[config.mk]
export PLATFORM = sky130hd
export DESIGN_NAME = sample_window_buffer
export DESIGN_NICKNAME = d
export VERILOG_FILES = /design/src/rtl/sample_window_buffer.sv
export SDC_FILE = /design/constraint.sdc
export NUM_CORES = 1
export LEC_CHECK = 0
export CAP_MARGIN = 10
export CORE_ASPECT_RATIO = 0.75
export CORE_MARGIN = 3
export CORE_UTILIZATION = 65
export CTS_CLUSTER_SIZE = 20
export DETAILED_ROUTE_END_ITERATION = 7
export DONT_BUFFER_PORTS = 1
export GPL_ROUTABILITY_DRIVEN = 1
export GPL_TIMING_DRIVEN = 0
export PLACE_DENSITY = 0.87
export SYNTH_ARGS = -nofsm -noshare
export SYNTH_HDL_FRONTEND = slang
export SYNTH_SLANG_ARGS = --single-unit
[constraint.sdc]
create_clock -name clk -period 6.3 [get_ports clk]
set_input_delay 0.63 -clock clk [delete_from_list [all_inputs] [get_ports clk]]
set_output_delay 0.63 -clock clk [all_outputs]
set_load 0.005 [all_outputs]
[src/rtl/sample_window_buffer.sv]
// sample_window_buffer
//   Captures a signed sample on every rising edge of sample_clk into a circular
//   history RAM. It then gathers TAPS dilated history samples, newest first, and
//   presents them as one registered window over a valid/ready handshake.
//
//   clk          system clock, all logic on posedge
//   rst          synchronous reset, active-low
//   sample_clk   level-toggling sample strobe, synchronous to clk
//   sample_in    signed sample, captured on a sample_clk rising edge
//   taps_out     tap k at [k*W +: W]; tap k is the sample k*DILATION samples ago
//   out_v        window valid, held until accepted
//   out_ready    consumer accepts the window when out_v && out_ready
//   fill         samples written since reset, saturating at DEPTH
//   overrun_cnt  windows replaced before acceptance, saturating at 255
module sample_window_buffer #(
  parameter int W        = 16,
  parameter int TAPS     = 4,
  parameter int DILATION = 1,
  parameter int DEPTH    = 16
) (
  input  logic                     clk,
  input  logic                     rst,
  input  logic                     sample_clk,
  input  logic [W-1:0]             sample_in,
  output logic [TAPS*W-1:0]        taps_out,
  output logic                     out_v,
  input  logic                     out_ready,
  output logic [$clog2(DEPTH):0]   fill,
  output logic [7:0]               overrun_cnt
);

  localparam int PW = $clog2(DEPTH);
  localparam int KW = (TAPS > 1) ? $clog2(TAPS) : 1;
  localparam logic [PW:0]   FILL_MAX = (PW+1)'(DEPTH);
  localparam logic [KW-1:0] LAST_TAP = KW'(TAPS - 1);

  typedef enum logic [1:0] {IDLE, WRITE, GATHER, PRESENT} state_t;

  state_t              state;
  state_t              state_nxt;
  logic                prev_sclk;
  logic                sclk_edge;
  logic                pending;
  logic [W-1:0]        hold;
  logic [PW-1:0]       wr_ptr;
  logic [KW-1:0]       gather_idx;
  logic [TAPS*W-1:0]   staging;
  logic [W-1:0]        ram [DEPTH];
  logic [PW-1:0]       rd_addr;
  logic [31:0]         tap_off;
  logic                tap_live;

  logic do_write;
  logic do_gather;
  logic do_present;
  logic set_pend;

  assign sclk_edge = sample_clk & ~prev_sclk;

  // State register
  always_ff @(posedge clk) begin
    if (!rst) state <= IDLE;
    else      state <= state_nxt;
  end

  // Next-state logic; an edge arriving in PRESENT itself counts as pending so
  // that sample is not stranded in the hold register.
  always_comb begin
    state_nxt = state;
    unique case (state)
      IDLE:    if (sclk_edge) state_nxt = WRITE;
      WRITE:   state_nxt = GATHER;
      GATHER:  if (gather_idx == LAST_TAP) state_nxt = PRESENT;
      PRESENT: state_nxt = (pending || sclk_edge) ? WRITE : IDLE;
      default: state_nxt = IDLE;
    endcase
  end

  // Output/control decode
  always_comb begin
    do_write   = (state == WRITE);
    do_gather  = (state == GATHER);
    do_present = (state == PRESENT);
    set_pend   = sclk_edge && (state != IDLE);
  end

  // Read address for the tap currently being gathered; taps reaching back past
  // the number of samples written so far read as zero.
  always_comb begin
    tap_off  = 32'(gather_idx) * 32'(DILATION);
    rd_addr  = wr_ptr - PW'(tap_off + 32'd1);
    tap_live = tap_off < 32'(fill);
  end

  // History RAM, not cleared by reset
  always_ff @(posedge clk) begin
    if (rst && do_write) ram[wr_ptr] <= hold;
  end

  always_ff @(posedge clk) begin
    if (!rst) begin
      prev_sclk   <= 1'b0;
      pending     <= 1'b0;
      hold        <= '0;
      wr_ptr      <= '0;
      fill        <= '0;
      gather_idx  <= '0;
      staging     <= '0;
      taps_out    <= '0;
      out_v       <= 1'b0;
      overrun_cnt <= '0;
    end else begin
      prev_sclk <= sample_clk;
      if (sclk_edge) hold <= sample_in;

      if (do_present)    pending <= 1'b0;
      else if (set_pend) pending <= 1'b1;

      if (do_write) begin
        wr_ptr     <= wr_ptr + 1'b1;
        gather_idx <= '0;
        if (fill != FILL_MAX) fill <= fill + 1'b1;
      end

      if (do_gather) begin
        staging[gather_idx*W +: W] <= tap_live ? ram[rd_addr] : '0;
        gather_idx <= gather_idx + 1'b1;
      end

      // A same-cycle accept consumes the old window, so it is not an overrun.
      if (do_present) begin
        taps_out <= staging;
        out_v    <= 1'b1;
        if (out_v && !out_ready && overrun_cnt != 8'hFF)
          overrun_cnt <= overrun_cnt + 1'b1;
      end else if (out_v && out_ready) begin
        out_v <= 1'b0;
      end
    end
  end

endmodule
# ---- Word level (Yosys, flattened, before mapping)
# Memory sizes are Yosys's and may differ from the RTL's.
# Cells that the tools add are included.
dict set report classes {
  add_sub_neg 7
  order_cmp 1
  shift 2
  n_reduce_logical 15
  n_mul 0
  div 0
  bitwise_logic 3
  n_eq_ne 8
  n_mux 12
}
# operator count
set op_table {}
lappend op_table {{bitwise mux 64 bit} 1}
lappend op_table {{variable shift 16 x 34 -> 64 bit, first input constant} 1}
lappend op_table {{indexed part select 16 x 34 -> 64 bit} 1}
lappend op_table {{negation 6 -> 34 bit} 1}
lappend op_table {{2-to-1 mux 16 bit} 1}
lappend op_table {{adder 8 x 1 -> 8 bit, second input constant} 1}
lappend op_table {{2-to-1 mux 2 bit} 4}
lappend op_table {{!= test 8 bit, second input constant} 1}
lappend op_table {{one-hot mux 2 bit (4 select lines)} 1}
lappend op_table {{== test 2 bit, second input constant} 3}
lappend op_table {{AND reduction 2 bit} 3}
lappend op_table {{nonzero test 2 bit} 3}
lappend op_table {{adder 5 x 1 -> 5 bit, second input constant} 1}
lappend op_table {{logical AND 1 bit} 5}
lappend op_table {{less-than comparator 2 x 5 -> 1 bit} 1}
lappend op_table {{2-to-1 mux 1 bit} 5}
lappend op_table {{!= test 5 bit, second input constant} 1}
lappend op_table {{adder 4 x 1 -> 4 bit, second input constant} 1}
lappend op_table {{subtractor 4 x 3 -> 4 bit} 1}
lappend op_table {{adder 2 x 1 -> 3 bit, second input constant} 1}
lappend op_table {{adder 2 x 1 -> 2 bit, second input constant} 1}
lappend op_table {{== test 2 x 1 -> 1 bit, second input constant} 1}
lappend op_table {{zero test 2 bit} 1}
lappend op_table {{!= test 2 x 1 -> 1 bit, second input constant} 1}
lappend op_table {{6 further kinds} 7}
dict set report totals {
  mem_bits_ro 0
  latch_bits 0
  elab_cells 60
  mem_count 1
  ramBits 256
  regBits 168
}
# memory depth word_bits rd rd_ports_with_merged_regs write_ports line
set mem_list {}
lappend mem_list {ram 16 16 1 0 1 48} ;# logic [W-1:0] ram [DEPTH];

# ---- Longest topological paths before layout
# An unclocked memory read counts as a cell.
dict set report logic_depth {
  depth_word 6
  ltp_mapped 10
  depth_no_buf 8
}

# ---- Least setup slack after synthesis
# OpenSTA, ideal clock, no wires.
dict set report synth_path {
  path_type {reg-to-reg}
  startpoint {reg gather_idx[0]}
  endpoint {reg staging[15]}
  path_slack_ps 3837
  setup_time_ps 135
  t_arrival_ps 2328
  period_less_slack_ps 2463
  stages_incl_launch_ff 11
  cell_sequence {dfxtp_1 -> inv_1 -> ha_1 -> inv_1 -> fa_1 -> buf_2 -> buf_2 -> mux2i_1 -> nand3_1 -> nand4_1 -> o221ai_1}
}
dict set report synth_via {
  elab_chain_len 6
  word_cells_on_any_way 9
  cone_classes {3 x add/sub; 1 x order compare; 2 x shift; 2 x mux; 1 x memory}
}
# item line
set synth_rtl {}
lappend synth_rtl {{from (decl)} 46} ;# logic [KW-1:0] gather_idx;
lappend synth_rtl {{from (signal assigned)} 127} ;# gather_idx <= gather_idx + 1'b1;
lappend synth_rtl {{adder 2 x 1 -> 3 bit} 91} ;# rd_addr = wr_ptr - PW'(tap_off + 32'd1);
lappend synth_rtl {{subtractor 4 x 3 -> 4 bit} 91}
lappend synth_rtl {{memory read (16 x 16 bit)} --}
lappend synth_rtl {{2-to-1 mux 16 bit} 126} ;# staging[gather_idx*W +: W] <= tap_live ? ram[rd_addr] : '0;
lappend synth_rtl {{indexed part select 16 x 34 -> 64 bit} 126}
lappend synth_rtl {{bitwise mux 64 bit *} 126}
lappend synth_rtl {{to (signal, indexed assignment)} 126}
lappend synth_rtl {{to (decl)} 47} ;# logic [TAPS*W-1:0] staging;
# Every way passes the cells marked *; elsewhere a longest branch is shown, timed or not.
# A chain may end at the register's enable or synchronous reset.

# ---- Worst setup path after layout
dict set report layout_path {
  startpoint {reg gather_idx[0]}
  endpoint {reg staging[59]}
}
# Same word-level chain as after synthesis.

==> impl_summary.log <==
INFO  metric run_status = finished, final reports clean
INFO  metric synth.yosys.warnings = 0
INFO  metric min_path_type = primary input to flip-flop
INFO  metric synthDominantCellAreaShare = 0.4534
INFO  metric core.rowCount = 50
INFO  metric worstSkewPairLatency = 0.54 ns
INFO  metric achievable-frequency = 0.2762 GHz
INFO  metric post_drt_via_cell_ratio = 6.633
INFO  metric crit_top_cell = inv_1
INFO  metric fin_crit = 3.620 ns
INFO  metric grt_start_max_net_pins = 18
INFO  metric fillers = 1594
INFO  metric post-route-drc-count = 0
INFO  metric leakagePower = 0.006093 uW
INFO  metric timing.critical_path.slowest_cell_delay = 0.56 ns
INFO  metric fin_ws = 2.680 ns
INFO  metric finalSetupTns = 0 ns
INFO  metric design.die.area = 0.02808 mm2
INFO  metric post_cts_resize_count = 0
INFO  metric synth_edf_count = 256
INFO  metric synth_seq_area_share = 0.6518
INFO  metric route.antenna.remaining_nets = 0
INFO  metric syn-num-nets = 1297
INFO  metric drv_slew = 0
INFO  metric worst_clock_skew = 0.02418 ns
INFO  metric hp-start = sample_clk
INFO  metric detailroute.via_count = 11.04k
INFO  metric timing_hold_violations_final = 0
INFO  metric antenna_found_initial = 1
INFO  metric floorplan.core_area = 0.02527 mm2
INFO  metric synth_top_area_cell = edfxtp_1
INFO  metric post_synth_instance_area = 0.01696 mm2
INFO  metric number_of_hold_buffers_added_after_cts = 0
INFO  metric gate_count_after_technology_mapping = 1257
INFO  metric dpl.hpwl = 28790 um
INFO  metric crit-reg2reg-launch = gather_idx[0]
INFO  metric post_route_cells_drive_above_1_share = 0.07843
INFO  metric detail_route.wirelength = 42750 um
INFO  metric worst_slew_margin_relative_to_its_limit = 0.2697
INFO  metric cp_max_fo = 10
INFO  metric synth.ff_latch_count = 424
INFO  metric num_antenna_cells = 0
INFO  metric routed_length_per_instance = 25.69 um
INFO  metric clock-sinks = 424
INFO  metric io_buffer_count = 0
INFO  metric ys_async_sr_fraction = 0
INFO  metric detailedPlace.worstSlack = 2.967 ns
INFO  metric die_h = 145.9 um
INFO  metric htree_num_levels = 2
INFO  metric critPathRequiredTime = 6.66 ns
INFO  metric timing.critical_path.from = gather_idx[0]
INFO  metric area_growth_from_synthesis_to_final_layout = 9.468%
INFO  metric first_iter_violations = 1403
INFO  metric worst_pin_slew = 1.095 ns
INFO  metric finalPower = 8190 uW
INFO  metric num-nets-final = 1337
INFO  metric power_density = 441.3 mW/mm2
INFO  metric grt_first_pass_wirelength = 64200 um
INFO  metric setup_repair_after_global_routing_missed_its_margin = no
INFO  metric synth_ff_type = edfxtp_1
INFO  metric cpMaxStageDelayCell = xnor2_2
INFO  metric worstSetupPathType = flip-flop to flip-flop
INFO  metric clockRootBuffer = clkbuf_16
INFO  metric cts-buffers-inserted = 38
INFO  metric crit_arrival = 3.98 ns
INFO  metric timing.critical_path.from_type = flip-flop
INFO  metric cp_cell_sequence = inv_1, ha_1, inv_1, fa_1, xnor2_2, clkbuf_1, nand3_1, nand4_1, o221ai_1
INFO  metric grt_usage = 0.3029
INFO  metric max-clock-path-buffers = 3
INFO  metric min_period_over_period = 0.5747
INFO  metric floorplan.initialDensity = 0.6708
INFO  metric vdd.ir_drop.worst = 0.2608 mV
INFO  metric boundaryPins = 98
INFO  metric synth_cell_type_count = 54
INFO  metric finalSetupViolCount = 0
INFO  metric path_clk_slew = 0.06 ns
INFO  metric cap_violations = 0
INFO  metric post_cts_setup_bufs = 0
INFO  metric syn-mean-instance-area = 13.49 um2
INFO  metric critical_path.endpoint_type = flip-flop
INFO  metric place.gp.congestion = 0.9167
INFO  metric tritoncts = yes
INFO  metric remaining_global_route_overflow = 0
INFO  metric number_of_global_route_vias_before_repair = 10.78k
INFO  metric fp.dieW = 192.5 um
INFO  metric netlist_top_cells_area = edfxtp_1, dfxtp_1, mux2i_1
INFO  metric detail_route.first_pass.iterations = 5
[layer usage]
layer  vias up  wire, um  part of all wire  track usage
li1       4780         -                 -            -
met3       108      5714              0.13      0.09559
met4         2      1365             0.032      0.09610
met2       769     18710              0.44       0.4440
met5         -        13           0.00030            0
met1      5378     16950              0.40       0.4353
[synthesized netlist by cell type (5+ instances only)]
library cell / n
inv_1: 13
mux2i_1: 196
clkbuf_1: 47
o221ai_2: 10
dfxtp_1: 168
buf_2: 25
xnor2_1: 8
nand2_1: 102
ha_1: 19
xor2_1: 5
o221ai_1: 54
edfxtp_1: 256
nor2b_1: 71
nand3_1: 134
a21boi_0: 18
nor2_1: 6
nand4_1: 35
and2_1: 31
[power breakdown]
| group | leakage [uW] | internal (uW) | switching, uW |
|---|---|---|---|
| sequential | 0.00371 | 3010 | 75.9 |
| combinational | 0.00180 | 753 | 2130 |
| clock | 0.000578 | 1230 | 997 |
| total | 0.00609 | 4980 | 3210 |
[cells by family (layout without fill, tap and decap cells)]
kind of cell    count (synthesis)  in the layout  synth area share
mux                           196            196            0.1157
compound gates                105            105           0.05594
buf+inv                        94            163           0.02420
simple gates                  402            402            0.1269
xor+xnor                       16             16           0.01026
fa+ha+maj                      20             20           0.01520
flops                         424            424            0.6518
[critical path: cells and delay by family (launching register included)]
family	cells	cell delay, ns
adder cells (fa/ha/maj)	2	0.72
AO/OA/AOI/OAI	1	0.24
buffers and inverters	3	0.82
AND/OR/NAND/NOR	2	0.73
flip-flops	1	0.38
XOR/XNOR	1	0.56
[metrics by stage]
step	cell area (um2)	hold slack (ns)	utilization	cells
4_1_cts	18560	0.2305	0.7344	1664
3_3_place_gp	17380	0.4414	0.6876	1595
5_1_grt	18560	0.2332	0.7344	1664
3_5_place_dp	17380	0.4509	0.6876	1595
6_report	18560	0.2372	0.7344	1664
2_1_floorplan	16960	0.4323	-	1257
[path summary, 6_finish.rpt]
check,cells after the start,slack (ns),to
worst max register to register,9,2.68,staging[59]
worst max-delay path,9,2.68,staging[59]
worst min-delay path,1,0.24,prev_sclk
worst min register to register,2,0.47,staging[9]
[sequential cells by signal, summed over array words and instances (netlist names)]
register / count
ram: 256
staging: 64
taps_out: 64
hold: 16
overrun_cnt: 8
fill: 5
wr_ptr: 4
gather_idx: 2
state: 2
out_v: 1
pending: 1
prev_sclk: 1
[final cells by class]
type                       count  area (um2)  area share
inverter                      14       52.55    0.002831
multi-input combinational    739        5494      0.2960
sequential                   424       11050      0.5954
clock inverter                17       125.1    0.006741
buffer                        80       357.8     0.01928
clock buffer                  52        1057     0.05696
tap                          338       422.9     0.02279
[layout by cell type (no fill, tap or decap), drive strengths merged, types with 20 or more instances in the layout]
cell	synthesis	routed
nand4	39	39
buf	33	33
o221ai	64	64
nand2	102	102
clkbuf	47	99
nor2b	71	71
dfxtp	168	168
mux2i	196	196
edfxtp	256	256
a21boi	20	20
nand3	137	137
and2	31	31
Note: power is estimated with default switching activity, not from simulation.
